$ cat src/rtl/pc_gen.sv
// rtl/pc_gen.sv - program-counter generator with redirect/trap priority, stall-safe pending redirect and halt control
// Optional compressed-instruction support is enabled by defining PC_GEN_C_EXT_EN.
module pc_gen #(
  parameter int unsigned     XLEN      = 32,
  parameter logic [XLEN-1:0] RESET_VEC = '0
) (
  input  logic            clk,
  input  logic            rst,
  input  logic            fetch_ready,
  input  logic            redirect,
  input  logic [XLEN-1:0] redirect_target,
  input  logic            trap,
  input  logic [XLEN-1:0] trap_target,
  input  logic            halt,
  input  logic            resume,
`ifdef PC_GEN_C_EXT_EN
  input  logic            inst_compressed,
`endif
  output logic [XLEN-1:0] pc,
  output logic            fetch_valid,
  output logic [XLEN-1:0] pc_plus,
  output logic            misalign_err,
  output logic [XLEN-1:0] misalign_addr
);

  typedef enum logic [1:0] {
    ST_BOOT,
    ST_RUN,
    ST_HALTED
  } state_t;

  localparam logic [XLEN-1:0] STEP_WORD = XLEN'(4);

  state_t          state;
  logic            pending_valid;
  logic [XLEN-1:0] pending_target;
  logic            halt_pending;

  logic [XLEN-1:0] step;
  logic [XLEN-1:0] trap_aligned;
  logic            target_misaligned;
  logic            redirect_ok;
  logic            transfer;
  logic            halt_req;

`ifdef PC_GEN_C_EXT_EN
  localparam logic [XLEN-1:0] STEP_HALF  = XLEN'(2);
  localparam logic [XLEN-1:0] ALIGN_MASK = XLEN'(1);

  always_comb begin
    step = STEP_WORD;
    if (inst_compressed) step = STEP_HALF;
  end
`else
  localparam logic [XLEN-1:0] ALIGN_MASK = XLEN'(3);

  always_comb begin
    step = STEP_WORD;
  end
`endif

  // Wraps modulo 2^XLEN by construction of the fixed-width add.
  assign pc_plus           = pc + step;
  assign trap_aligned      = trap_target & ~ALIGN_MASK;
  assign target_misaligned = |(redirect_target & ALIGN_MASK);
  assign redirect_ok       = redirect && !target_misaligned;
  assign transfer          = fetch_valid && fetch_ready;
  assign halt_req          = halt || halt_pending;

  always_ff @(posedge clk) begin
    if (rst) begin
      state          <= ST_BOOT;
      pc             <= RESET_VEC;
      fetch_valid    <= 1'b0;
      pending_valid  <= 1'b0;
      pending_target <= '0;
      halt_pending   <= 1'b0;
      misalign_err   <= 1'b0;
      misalign_addr  <= '0;
    end else begin
      misalign_err <= 1'b0;
      if (redirect && target_misaligned) begin
        misalign_err  <= 1'b1;
        misalign_addr <= redirect_target;
      end

      case (state)
        ST_BOOT: begin
          state       <= ST_RUN;
          fetch_valid <= 1'b1;
          if (halt) halt_pending <= 1'b1;
          // No request is outstanding yet, so redirects apply directly.
          if (trap) begin
            pc            <= trap_aligned;
            pending_valid <= 1'b0;
          end else if (redirect_ok) begin
            pc            <= redirect_target;
            pending_valid <= 1'b0;
          end
        end

        ST_RUN: begin
          if (trap) begin
            pc            <= trap_aligned;
            pending_valid <= 1'b0;
          end else if (redirect_ok && transfer) begin
            pc            <= redirect_target;
            pending_valid <= 1'b0;
          end else if (redirect_ok) begin
            // Stalled: hold pc, remember the youngest redirect.
            pending_valid  <= 1'b1;
            pending_target <= redirect_target;
          end else if (transfer && pending_valid) begin
            pc            <= pending_target;
            pending_valid <= 1'b0;
          end else if (transfer) begin
            pc <= pc_plus;
          end

          // fetch_valid is always 1 in RUN, so "no outstanding request" is fetch_ready.
          if (halt_req && fetch_ready) begin
            state        <= ST_HALTED;
            fetch_valid  <= 1'b0;
            halt_pending <= 1'b0;
          end else if (halt) begin
            halt_pending <= 1'b1;
          end
        end

        ST_HALTED: begin
          if (trap) begin
            pc            <= trap_aligned;
            pending_valid <= 1'b0;
          end else if (redirect_ok) begin
            pc            <= redirect_target;
            pending_valid <= 1'b0;
          end else if (pending_valid) begin
            pc            <= pending_target;
            pending_valid <= 1'b0;
          end

          if (resume && !halt) begin
            state       <= ST_RUN;
            fetch_valid <= 1'b1;
          end
        end

        default: begin
          state       <= ST_BOOT;
          fetch_valid <= 1'b0;
        end
      endcase
    end
  end

endmodule
$ cat config.mk
export PLATFORM = sky130hd
export DESIGN_NAME = pc_gen
export DESIGN_NICKNAME = d
export VERILOG_FILES = /design/src/rtl/pc_gen.sv
export SDC_FILE = /design/constraint.sdc
export NUM_CORES = 1
export LEC_CHECK = 0
export ABC_AREA = 1
export BUFFER_PORTS_ARGS = -buffer_cell sky130_fd_sc_hd__buf_2
export CORE_UTILIZATION = 45
export CTS_BUF_LIST = sky130_fd_sc_hd__clkbuf_8
export CTS_CLUSTER_DIAMETER = 120
export DETAILED_ROUTE_END_ITERATION = 6
export GPL_ROUTABILITY_DRIVEN = 0
export PLACE_DENSITY = 0.74
export SLEW_MARGIN = 15
export SYNTH_ARGS = -nofsm -noshare
export SYNTH_HDL_FRONTEND = slang
export SYNTH_SLANG_ARGS = --single-unit
$ cat constraint.sdc
create_clock -name clk -period 4 [get_ports clk]
set_clock_uncertainty 0.1 [all_clocks]
set_input_delay 0 -clock clk [delete_from_list [all_inputs] [get_ports clk]]
set_output_delay 0 -clock clk [all_outputs]
set_load 0.03 [all_outputs]
; ---- After elaboration in Yosys (flattened, before gate mapping)
; Cells that the tools add are included.
[word_totals]
reg_bits = 102
latchBits = 0
ramBits = 0
rom_bits = 0
output_inout_bits = 98
elab_cells = 66
memories = 0
[op_classes]
addsub = 1
multipliers = 0
div_mod_pow = 0
order_cmp = 0
eq_ne = 9
shift = 0
n_mux = 28
bitwise_logic = 2
reduce_logical = 18
[ops]
columns = operator, count
row1 = $mux 32, 10
row2 = $pmux 32 s3, 1
row3 = $add 32x3->32 const B, 1
row4 = $mux 1, 11
row5 = $ne 5x5->1 const B, 2
row6 = $ne 4x4->1 const B, 2
row7 = $logic_and 1x1->1, 7
row8 = $pmux 1 s3, 2
row9 = $pmux 2 s3, 1
row10 = $reduce_and 5->1, 1
row11 = $mux 2, 2
row12 = $ne 2x2->1 const B, 2
row13 = $reduce_and 4->1, 1
row14 = $ne 3x3->1 const B, 1
row15 = $reduce_and 3->1, 1
row16 = $reduce_bool 3->1, 1
row17 = $eq 2x1->1 const B, 1
row18 = $eq 2x2->1 const B, 1
row19 = $logic_not 1->1, 2
row20 = $logic_not 2->1, 1
row21 = $not 1->1, 2
row22 = $pmux 1 s2, 1
row23 = $reduce_and 2->1, 1
row24 = $reduce_bool 2->1, 1
row25 = other kinds (2), 2

; ---- Logic depth before layout (Yosys ltp)
[logic_depth]
depth_word = 7
ltp_mapped = 13
mapped_depth_nobuf = 13

; ---- Worst setup path after synthesis
; OpenSTA, ideal clock, no wires.
[synth_path]
path_type = reg2reg
start = register pc[3]
end = register pc[12]
arrival_time_ns = 2.131
required_time_ns = 3.830
slack_ns = 1.699
stages_incl_launch_ff = 12
cell_sequence = dfxtp_1 > ha_1 > nand2_1 > nor2_2 > nand3_1 > xnor2_1 > nand2_1 > nand2_1 > nand2_1 > nand2_1 > nand2_1 > a21oi_1
[synth_between]
elab_chain_cells = 7
[synth_rtl]
columns = element, line
row1 = start: declaration, 19  ; output logic [XLEN-1:0] pc,
row2 = start signal: assignment, 94  ; pc <= trap_aligned;
row3 = start signal: assignment, 97  ; pc <= redirect_target;
row4 = start signal: assignment, 104  ; pc <= trap_aligned;
row5 = $add 32x3->32, 63  ; assign pc_plus = pc + step;
row6 = named net pc_plus[12], 21  ; output logic [XLEN-1:0] pc_plus,
row7 = $mux 32, 116  ; end else if (transfer) begin
row8 = $mux 32, 113  ; end else if (transfer && pending_valid) begin
row9 = $mux 32, 109  ; end else if (redirect_ok) begin
row10 = $mux 32, 106  ; end else if (redirect_ok && transfer) begin
row11 = $mux 32, 103  ; if (trap) begin
row12 = $pmux 32 s3, 87  ; case (state)
; The timed path passes the listed nets, and every way through them passes these cells. The select of a mux whose other input is x is not followed.
; A chain may end at the register's enable or synchronous reset.

; ---- Final worst setup path
[layout_path]
start = register state[1]
end = register pc[15]
[layout_between]
elab_chain_cells = 3
elab_cells_between_ends = 10
classes_between = eq/ne (6) / mux (1) / reduce/logical (3)
[layout_rtl]
columns = element, line
row1 = start: declaration, 34  ; state_t state;
row2 = start signal: assignment, 72  ; state <= ST_BOOT;
row3 = start signal: assignment, 89  ; state <= ST_RUN;
row4 = start signal: assignment, 122  ; state <= ST_HALTED;
row5 = $eq 2x1->1 (tied with other cells), 87
row6 = $ne 5x5->1 (no line) (tied with other cells), -
row7 = $reduce_and 5->1 (no line), -
; Several ways; a longest one is shown, not always the timed one.

==> impl_metrics.csv <==
group,metric,value,unit
yosys,synth_cell_types,37,
yosys,syn_inst,1085,
critical_path,critPathArrivalTime,3.07,ns
critical_path,end_kind,"register",
route,drcViolationCount,0,
timing,setup_viol,0,
timing,fin_crit,2.86,ns
placed_design,dpl.hpwl,15500,um
yosys,ys.flop_type,"dfxtp_1",
clock_tree,cts_hold_buf,67,
floorplanning,rows,43,
pwr,p_leak,0.00382,uW
critical_path,path_max_fanout,56,
floorplanning,start_util,46.5,%
grt,grt_max_degree,63,
route,top_layer,"met4",
floorplanning,coreArea,14000,um2
layout,diodes,0,
critical_path,crit_type,"register to register",
timing,slew_violations,0,
pwr,power_density,569,nW/um2
layout,stdcell_count,1456,
layout,syn2layout_area_growth,25.0,%
timing,rsz0062_at_grt,"no",
layout,finalNetCount,1347,
yosys,synth_area_leaders,"dfxtp_1 31%, nand2_1 14%, nor2_1 12%, a21oi_1 12%, o21ai_0 9.5%",
layout,fillCellCount,1424,
yosys,async_flop_share,0,%
floorplanning,fp.dieArea,15000,um2
yosys,yosysMostFrequentCell,"nand2_1",
route,wl_per_cell,15.5,um
yosys,synth-edff-count,0,
clock_tree,h-tree-depth,3,
route,wl_met1,9180,um
critical_path,critPathRequiredTime,4.21,ns
critical_path,startpoint_type,"register",
layout,fin_util,58.1,%
yosys,syn_avg_cell_area,6.02,um2
yosys,seq_area_frac_synth,31.3,%
yosys,synthesis.nets,1161,
timing,relSlewSlack,30.4,%
floorplanning,pin_count,169,
grt,grt_pass1_vias,7104,
grt,grt_pass1_wl,34900,um
yosys,yosys_warnings,0,
floorplanning,die_w,122,um
min_path,min-delay-path-class,"input pin to register",
pwr,peakVddDrop,0.419,mV
timing,hold_violations,0,
timing,fin_setup_tns,0,ns
route,drt-initial-drc-count,690,
floorplanning,die_y,122,um
critical_path,ff2ff_setup_slack,1.14,ns
clock_tree,worstSkewPairLatency,0.39,ns
layout,drive_gt1_share,17.3,%
yosys,synthTopCellsByCount,"247 x nand2_1, 204 x nor2_1, 151 x a21oi_1",
clock_tree,numCtsBuffers,9,
timing,fmax,0.350,GHz
grt,antenna_found_initial,0,
layout,regArea,2040,um2
grt,grt_overflow,0,
clock_tree,path_clk_slew,0.11,ns
placed_design,portBuffers,166,
clock_tree,cts_tree,"done",
yosys,synth_area,6530,um2
grt,grt_use_total,29.9,%
route,wirelength,22600,um
clock_tree,post_cts_buffers,0,
yosys,yosys.area.top_type,"dfxtp_1",
status,status,"complete, no violations",
route,met2_length,10800,um
clock_tree,cts_sinks,102,
yosys,yosys_register_bits,102,
route,via_per_inst,5.40,
clock_tree,postCtsResizedCells,0,
route,ant_nets,0,
clock_tree,clk_path_buf_depth,2,
route,drtPass1Iterations,7,
timing,final.period_utilization,71.5,%
route,dr_wl_met3,1610,um
yosys,synth_top_area_share,31.3,%
clock_tree,cts_root_buf,"clkbuf_8",
layout,multiInputGateArea,3910,um2
job,cap_violations,0,
route,via_count,7866,
placed_design,placedCellCount,1373,
timing,tightest_slew,1.04,ns
path summary, 6_finish.rpt:
| path | startpoint | to | cells after the start |
|---|---|---|---|
| worst max-delay path | state[1]$_SDFFE_PP0P_ | pc[15]$_SDFFE_PP0P_ | 9 |
| worst min-delay path | trap_target[4] | pc[4]$_SDFFE_PP0P_ | 7 |
| worst max register to register | state[1]$_SDFFE_PP0P_ | pc[15]$_SDFFE_PP0P_ | 9 |
| worst min register to register | pending_target[0]$_SDFFE_PP0P_ | pending_target[0]$_SDFFE_PP0P_ | 2 |
layer usage:
metal	track usage, %	vias up
met5	0	-
met4	16.3	0
met3	4.83	77
met2	50.6	367
met1	36.0	3532
li1	-	3890
critical path, stage by stage (launching register included):
cell and delay [ns]:
dfxtp_1 0.41, inv_1 0.08, ha_1 0.31, inv_2 0.50, nor3_1 0.13, inv_1 0.13, nand3_2 0.16, inv_2 0.61
o21ai_0 0.17, a21oi_1 0.18
cells in the final DEF, fill, tap and decap left out, drive strengths merged:
| cell | instances |
|---|---|
| o31ai | 2 |
| buf | 177 |
| clkinv | 2 |
| nor2 | 216 |
| clkinvlp | 2 |
| a211oi | 1 |
| a21oi | 152 |
| ha | 5 |
| dfxtp | 102 |
| o21ai | 129 |
| o211ai | 3 |
| o22ai | 3 |
| nand3b | 2 |
| nand2 | 253 |
| inv | 65 |
| nor3 | 7 |
| clkbuf | 9 |
| a221oi | 1 |
| and2 | 16 |
| nand3 | 43 |
| nand4 | 2 |
| dlygate4sd3 | 67 |
| o21a | 1 |
| xor2 | 4 |
| or2 | 4 |
| o21bai | 4 |
| xnor2 | 4 |
sequential cells by signal, summed over array words and instances, names as in the netlist:
register and count:
misalign_addr 32, pc 32, pending_target 32, state 2, fetch_valid 1, halt_pending 1, misalign_err 1, pending_valid 1
metrics by stage:
stage                     worst slack [ns]  area (um2)  power, uW  hold slack (ns)
after floorplan                       1.70        6530       3340           0.0158
after global placement                1.30        7320       3920            0.150
after detailed placement              1.23        7320       3950            0.145
after CTS                             1.21        8160       4610           0.0160
after global routing                 0.935        8160       4960            0.125
final                                 1.14        8160       4640           0.0499
power breakdown:
group	switching, uW	internal (uW)	leakage (uW)
Sequential	221	1200	0.000839
Combinational	1810	811	0.00289
Clock	385	223	0.0000896
kinds of logic (layout without fill, tap and decap cells):
| logic type | after synthesis | in the layout | share of synthesized area (%) |
|---|---|---|---|
| XOR/XNOR | 8 | 8 | 1.07 |
| AO/OA/AOI/OAI | 296 | 296 | 23.3 |
| AND/OR/NAND/NOR | 543 | 543 | 34.5 |
| buffers and inverters | 131 | 322 | 8.87 |
| adder cells (fa/ha/maj) | 5 | 5 | 0.958 |
| flip-flops | 102 | 102 | 31.3 |
cell type report:
type | instances | area share (%)
inverters | 62 | 2.85
clock inverters | 7 | 0.537
multi-input cells | 852 | 47.9
flip-flops and latches | 102 | 25.0
well taps | 180 | 2.76
repair buffers | 244 | 19.4
clock buffers | 9 | 1.52
No activity file was read; power rests on OpenSTA's default activity.
